File: src/rtl/cpu6_ifid_buffer.sv
// cpu6 fetch-to-decode buffer: a small instruction FIFO feeding the IF/ID
// register. A serializing instruction (SYSTEM/CSR or FENCE) is held at the
// FIFO head until DRAIN_CYCLES bubbles have gone down the pipe. It then
// issues tagged with empty_pipeline_reqD.
module cpu6_ifid_buffer #(
  parameter int unsigned        XLEN         = 32,
  parameter int unsigned        DEPTH        = 2,
  parameter int unsigned        DRAIN_CYCLES = 3,
  parameter logic [XLEN-1:0]    NOP_INSTR    = 32'h00000013
) (
  input  logic            clk,
  input  logic            reset,
  input  logic            flash,
  input  logic            stall,
  input  logic            instr_valid,
  input  logic [XLEN-1:0] pc,
  input  logic [XLEN-1:0] instr,
  output logic            instr_ready,
  output logic [XLEN-1:0] pcD,
  output logic [XLEN-1:0] instrD,
  output logic            validD,
  output logic            empty_pipeline_reqD
);

  localparam int unsigned PW = (DEPTH > 1) ? $clog2(DEPTH) : 1;
  localparam int unsigned DW = (DRAIN_CYCLES > 1) ? $clog2(DRAIN_CYCLES) : 1;
  localparam logic [PW:0]   FULL_COUNT = (PW+1)'(DEPTH);
  localparam logic [DW-1:0] DRAIN_INIT = DW'(DRAIN_CYCLES - 1);

  typedef enum logic {
    IDLE,
    DRAIN
  } state_t;

  state_t          state, state_nxt;
  logic [DW-1:0]   drain_cnt, drain_nxt;
  logic [PW:0]     count;
  logic [PW-1:0]   rd_ptr, wr_ptr;

  logic [XLEN-1:0] pc_mem    [DEPTH];
  logic [XLEN-1:0] instr_mem [DEPTH];

  logic [XLEN-1:0] head_pc, head_instr;
  logic            head_serial;
  logic            fifo_empty;
  logic            push, pop;
  logic            load_bubble, load_head, load_tag;

  assign instr_ready = (count < FULL_COUNT);
  assign push        = instr_valid & instr_ready & ~flash;
  assign fifo_empty  = (count == '0);
  assign head_pc     = pc_mem[rd_ptr];
  assign head_instr  = instr_mem[rd_ptr];
  assign head_serial = (head_instr[6:0] == 7'b1110011) ||
                       (head_instr[6:0] == 7'b0001111);

  // FIFO storage; contents are only meaningful once written, so no reset
  always_ff @(posedge clk) begin
    if (push) begin
      pc_mem[wr_ptr]    <= pc;
      instr_mem[wr_ptr] <= instr;
    end
  end

  // FIFO occupancy and pointers; flash empties the queue and drops any push
  always_ff @(posedge clk or posedge reset) begin
    if (reset) begin
      count  <= '0;
      rd_ptr <= '0;
      wr_ptr <= '0;
    end else if (flash) begin
      count  <= '0;
      rd_ptr <= '0;
      wr_ptr <= '0;
    end else begin
      if (push) wr_ptr <= wr_ptr + 1'b1;
      if (pop)  rd_ptr <= rd_ptr + 1'b1;
      case ({push, pop})
        2'b10:   count <= count + 1'b1;
        2'b01:   count <= count - 1'b1;
        default: count <= count;
      endcase
    end
  end

  // Drain FSM state register
  always_ff @(posedge clk or posedge reset) begin
    if (reset) begin
      state     <= IDLE;
      drain_cnt <= '0;
    end else begin
      state     <= state_nxt;
      drain_cnt <= drain_nxt;
    end
  end

  // Next-state: a serializing head starts a drain; stall freezes everything
  always_comb begin
    state_nxt = state;
    drain_nxt = drain_cnt;
    if (flash) begin
      state_nxt = IDLE;
      drain_nxt = '0;
    end else if (!stall) begin
      case (state)
        IDLE: begin
          if (!fifo_empty && head_serial) begin
            state_nxt = DRAIN;
            drain_nxt = DRAIN_INIT;
          end
        end
        DRAIN: begin
          if (drain_cnt != '0) drain_nxt = drain_cnt - 1'b1;
          else                 state_nxt = IDLE;
        end
        default: begin
          state_nxt = IDLE;
          drain_nxt = '0;
        end
      endcase
    end
  end

  // Output decode: chooses bubble vs. head for the IF/ID register and pops
  // the head. The IDLE->DRAIN bubble counts as the first drain bubble.
  always_comb begin
    pop         = 1'b0;
    load_bubble = 1'b0;
    load_head   = 1'b0;
    load_tag    = 1'b0;
    if (flash) begin
      load_bubble = 1'b1;
    end else if (!stall) begin
      case (state)
        IDLE: begin
          if (fifo_empty || head_serial) begin
            load_bubble = 1'b1;
          end else begin
            load_head = 1'b1;
            pop       = 1'b1;
          end
        end
        DRAIN: begin
          if (drain_cnt != '0) begin
            load_bubble = 1'b1;
          end else begin
            load_head = 1'b1;
            load_tag  = 1'b1;
            pop       = 1'b1;
          end
        end
        default: load_bubble = 1'b1;
      endcase
    end
  end

  // IF/ID pipeline register
  always_ff @(posedge clk or posedge reset) begin
    if (reset) begin
      pcD                 <= '0;
      instrD              <= NOP_INSTR;
      validD              <= 1'b0;
      empty_pipeline_reqD <= 1'b0;
    end else if (load_bubble) begin
      pcD                 <= '0;
      instrD              <= NOP_INSTR;
      validD              <= 1'b0;
      empty_pipeline_reqD <= 1'b0;
    end else if (load_head) begin
      pcD                 <= head_pc;
      instrD              <= head_instr;
      validD              <= 1'b1;
      empty_pipeline_reqD <= load_tag;
    end
  end

endmodule
File: config.mk
export PLATFORM = sky130hd
export DESIGN_NAME = cpu6_ifid_buffer
export DESIGN_NICKNAME = d
export VERILOG_FILES = /design/src/rtl/cpu6_ifid_buffer.sv
export SDC_FILE = /design/constraint.sdc
export NUM_CORES = 1
export LEC_CHECK = 0
export ABC_CLOCK_PERIOD_IN_PS = 17680
export BUFFER_PORTS_ARGS = -buffer_cell sky130_fd_sc_hd__buf_2
export CAP_MARGIN = 20
export CORE_AREA = 2 2 132 134
export CTS_CLUSTER_DIAMETER = 150
export DETAILED_ROUTE_END_ITERATION = 10
export DIE_AREA = 0 0 134 136
export PLACE_DENSITY = 0.66
export RECOVER_POWER = 100
export SLEW_MARGIN = 30
export SYNTH_ARGS = -nofsm -noshare
export SYNTH_HDL_FRONTEND = slang
export SYNTH_SLANG_ARGS = --single-unit
File: constraint.sdc
create_clock -name clk -period 17.68 [get_ports clk]
set_input_delay 3.536 -clock clk [delete_from_list [all_inputs] [get_ports clk]]
set_output_delay 3.536 -clock clk [all_outputs]
set_load 0.02 [all_outputs]
; ---- Word level (Yosys, flattened, before mapping)
; Memory sizes are Yosys's and may differ from the RTL's.
; Index checks and enable logic that the tools add are counted.
[totals]
in_bits = 69
n_memories = 2
wordCells = 77
ramBits = 128
regBits = 73
[op_classes]
add_sub_neg = 5
bitwise = 4
mux = 38
n_reduce_logical = 11
eq_ne = 7
order_cmp = 1
[mem_list]
columns = name, depth, width, read_ports, rd_ports_with_merged_regs, write_ports, line
row1 = instr_mem, 2, 32, 1, 0, 1, 41  ; logic [XLEN-1:0] instr_mem [DEPTH];
row2 = pc_mem, 2, 32, 1, 0, 1, 40  ; logic [XLEN-1:0] pc_mem [DEPTH];
[ops]
columns = cell, count
row1 = 32-bit two-way mux, 4
row2 = 1-bit two-way mux, 24
row3 = 2-bit two-way mux, 5
row4 = 2-bit one-hot mux with 2 select lines, 2
row5 = 2-bit nonzero test, 4
row6 = 7-bit by 4-bit equality test with 1-bit output (second input constant), 1
row7 = 7-bit equality test (second input constant), 1
row8 = 1-bit one-hot mux with 2 select lines, 3
row9 = 2-bit by 1-bit subtractor with 2-bit output (second input constant), 2
row10 = 3-bit by 2-bit inequality test with 1-bit output (second input constant), 1
row11 = 3-bit inequality test (second input constant), 1
row12 = 3-bit AND reduction, 1
row13 = 3-bit nonzero test, 1
row14 = 1-bit adder (second input constant), 2
row15 = 2-bit by 1-bit adder with 2-bit output (second input constant), 1
row16 = 1-bit bitwise AND, 2
row17 = 2-bit by 1-bit equality test with 1-bit output (second input constant), 1
row18 = 2-bit equality test (second input constant), 1
row19 = 2-bit logical NOT, 1
row20 = 1-bit logical OR, 2
row21 = 2-bit < comparator (second input constant), 1
row22 = 2-bit inequality test (second input constant), 1
row23 = 1-bit inverter, 2
row24 = 1-bit logical AND, 1
row25 = 1-bit logical NOT, 1

; ---- Depth between registers and ports, before layout
; An unclocked memory read counts as a cell.
[depth]
ltp_word = 11
ltp_mapped = 8
mapped_depth_nobuf = 7

; ---- Worst setup path before layout
; No wires, ideal clock.
[synth_timing]
path_kind = input port to flip-flop
startpoint = input port flash
endpoint = memory instr_mem[1][0], enable pin
setup_time_ps = 578
arrival_ps = 8641
cell_stages = 3
path_buffers = 2
required_ps = 17102
setup_slack_ps = 8461
cell_sequence = clkbuf_1 clkbuf_1 nor3b_1
[synth_via]
elab_chain_cells = 4
[synth_lines]
columns = element, line
row1 = "start, declared", 13  ; input logic flash,
row2 = 1-bit inverter, 50  ; assign push = instr_valid & instr_ready & ~flash;
row3 = 1-bit bitwise AND, 50
row4 = 1-bit two-way mux, 59  ; if (push) begin
row5 = 1-bit two-way mux (implied by the code), 61  ; instr_mem[wr_ptr] <= instr;
row6 = "end, declared", 41
; Every way passes these cells.

==> results.toml <==
[critical_path]
critical_path_class = "input pin to async pin"
timing.rr.end = "instrD[27]$_DFFE_PP0P_"
r2r_cells = 6
path_cells = "clkbuf_1 -> clkinvlp_2 -> clkbuf_1"
slowest_stage = "clkbuf_1"
startpoint_type = "input pin"
path_max_fanout = 73
arrival_ns = 6.56
required_ns = 16.73
worst-r2r-setup-slack_ns = 13.69
setup.worst_path.end_class = "async pin"
cpPeakStageDelay_ns = 2.85
cpMostUsedCell = "clkbuf_1"
r2r_start = "rd_ptr$_DFFE_PP0P_"

[finish]
stdcell_area_mm2 = 0.00892
drive_gt1_share_pct = 12.9
final_cell_mix = "128 x edfxtp_1, 112 x clkbuf_1, 69 x dfrtp_1"
multi_input_area_mm2 = 0.00167
post-route-util_pct = 52.9
antennaDiodeCount = 0
layout.nets = 694
regArea_mm2 = 0.00568
n_fill_cell = 1427
final_common_cell = "edfxtp_1"
areaGrowthSynthToFinish_pct = 19.5

[sta]
rsz0062_at_grt = "false"
timing.fmax_mhz = 133
layout_min_cycle_time_ns = 7.51
fin_skew_ns = 0.00597
fin_crit_sh_pct = 42.5
final.setup.tns_ns = 0
slew_headroom_pct = -171
finalSetupViolations = 0
worst_pin_slew_ns = 4.06
slew_viol_final = 250
hold_viol = 0

[synth]
syn_nets = 554
synth_top_family_by_area = "multiplexers"
ys.flop_type = "edfxtp_1"
synth_cell_types = 47
yosys-top-cells-area = "edfxtp_1 51%, dfrtp_1 23%, mux2i_1 8.3%"
seq_area_frac_synth_pct = 76.0
synthCells = 484
synth_area_mm2 = 0.00747
synth.largest_area_cell = "edfxtp_1"
muxShareOfSynthArea_pct = 8.97
async_flop_share_pct = 36.3
synth_edf_count = 128
netlist.area_leader.share_pct = 51.5
ys_ff_latch = 201
synth_xor_area_share_pct = 0.235
synth_compound_area_share_pct = 6.90
synth_simple_gate_area_share_pct = 5.97
avgSynthCellArea_um2 = 15.4
synth_fa_ha_area_share_pct = 0.168
synth.yosys.warnings = 0

[routing]
drc = 0
vias_per_cell = 5.00
drt_iter0_markers = 203
wl_per_cell_um = 16.7
vias = 4317
wirelength_um = 14400
ant_nets = 0
first_pass_iters = 4

[floorplanning]
start_util_pct = 44.2
core_area_mm2 = 0.0169
io_pins = 136
rows = 48
fp.dieH_um = 136
die_x_um = 134
dieArea_mm2 = 0.0182

[power]
combPwrFrac_pct = 16.9
p_clk_share_pct = 35.2
power_frac_seq_pct = 47.9
p_switching_mw = 0.317
p_int_mw = 0.892
peakVddDrop_v = 0.0000878
leakagePower_nw = 3.30
p_per_area_mw_per_mm2 = 136
p_sw_share_pct = 26.2

[run]
drv_cap = 5

[placed_design]
dpl_cell_area_mm2 = 0.00840
hpwl_um = 8660
place_congestion = 0.758
port_buffers = 135

[grt]
grt_max_degree = 74
track_usage_pct = 16.1
antenna_found_initial = 1
grt_pass1_vias = 4460
grt-ovfl-total = 0
grt_first_pass_wirelength_um = 23000

[cts]
clk_pin_slew_ns = 0.06
clockBufferDepth = 3
clock_tree.root_cell = "clkbuf_16"
cts_max_level = 1
cts_resized = 0
cts_hold_buffers = 0
numClockSinks = 201
post_cts.repair.setup_buffers = 0
cts_tree = "done"
numCtsBuffers = 21
clk_latency_ns = 0.47

[status]
status = "finished with violations"
violations = "max-capacitance violations, max-slew violations"

[min_path]
hold_class = "flop to flop"
hold-path-cell-count = 2
hold_start = "instrD[15]$_DFFE_PP0P_"
hold_end = "instrD[15]$_DFFE_PP0P_"
-- cells in the mapped netlist, types with 2 or more instances --
cell,number
and3_1,2
buf_4,2
o21ai_1,58
o21ai_0,6
edfxtp_1,128
mux2i_1,62
nand2_1,63
dfstp_2,3
nor2_1,6
dfrtp_1,70
inv_1,5
clkbuf_1,17
nand3_1,4
buf_2,6
xor2_1,2
mux2_2,3
o22a_1,3
nor4_1,2
nand2b_1,4
nand3b_1,3
a21oi_1,5
nor3_1,2
o21bai_1,2
a31oi_1,2
nor3b_1,2
-- worst max-delay path by stage --
stage                     cells past startpoint                         to  slack, ns   from
final                                         3         rd_ptr$_DFFE_PP0P_      10.17  reset
after global placement                        6     instrD[11]$_DFFE_PP0P_      12.49  stall
after global routing                          3         rd_ptr$_DFFE_PP0P_       9.03  reset
after floorplan                               3  instr_mem[1][0]$_DFFE_PP_       8.46  flash
after detailed placement                      6     instrD[11]$_DFFE_PP0P_      12.42  stall
after CTS                                     6     instrD[11]$_DFFE_PP0P_      12.93  stall
-- flip-flops by register name, indices dropped and copies added, names as in the netlist --
name and count:
rd_ptr 1, validD 1, count 2, wr_ptr 1, instr_mem 64, pcD 32, instrD 32, pc_mem 64
empty_pipeline_reqD 1, state 1, drain_cnt 2
-- layout make-up --
class | instances | area share [%]
sequential | 201 | 63.6
multi-input combinational | 252 | 18.7
clock buffer | 31 | 6.76
timing repair buffer | 143 | 6.63
tap | 225 | 3.16
clock inverter | 6 | 0.884
inverter | 5 | 0.224
-- logic make-up (layout without fill, tap and decap cells) --
group	after synthesis	after routing
fa+ha+maj	1	1
compound gates	86	86
buf+inv	31	185
flops	201	201
xor+xnor	2	2
simple gates	97	97
mux	66	66
-- per-layer routing --
metal | track usage (%) | up-vias | routed length [um] | share of wire [%]
li1 | - | 2060 | - | -
met1 | 20.9 | 2136 | 6220 | 43
met2 | 27.8 | 99 | 7270 | 50
met3 | 2.98 | 20 | 711 | 4.9
met4 | 4.49 | 2 | 213 | 1.5
met5 | 0 | - | 12 | 0.083
-- power by group through the flow --
stage | clock (mW) | sequential, mW | combinational [mW]
after floorplan | 0 | 0.604 | 0.139
after global placement | 0 | 0.583 | 0.216
after detailed placement | 0 | 0.586 | 0.222
after CTS | 0.439 | 0.577 | 0.223
after global routing | 0.459 | 0.584 | 0.224
final | 0.426 | 0.579 | 0.204
-- worst max-delay path, delay by kind of cell --
| kind | cells | cell delay, ns |
|---|---|---|
| buffers and inverters | 3 | 3.00 |
-- per-stage QoR --
stage	instances	hold WS (ns)	power, mW	worst slack, ns
floorplan	484	0.491	0.743	8.46
global placement	826	0.464	0.799	12.49
detailed placement	826	0.469	0.807	12.42
CTS	863	0.483	1.24	12.93
global route	863	0.498	1.27	9.03
finish	863	0.475	1.21	10.17
Note: power is estimated with default switching activity, not from simulation.
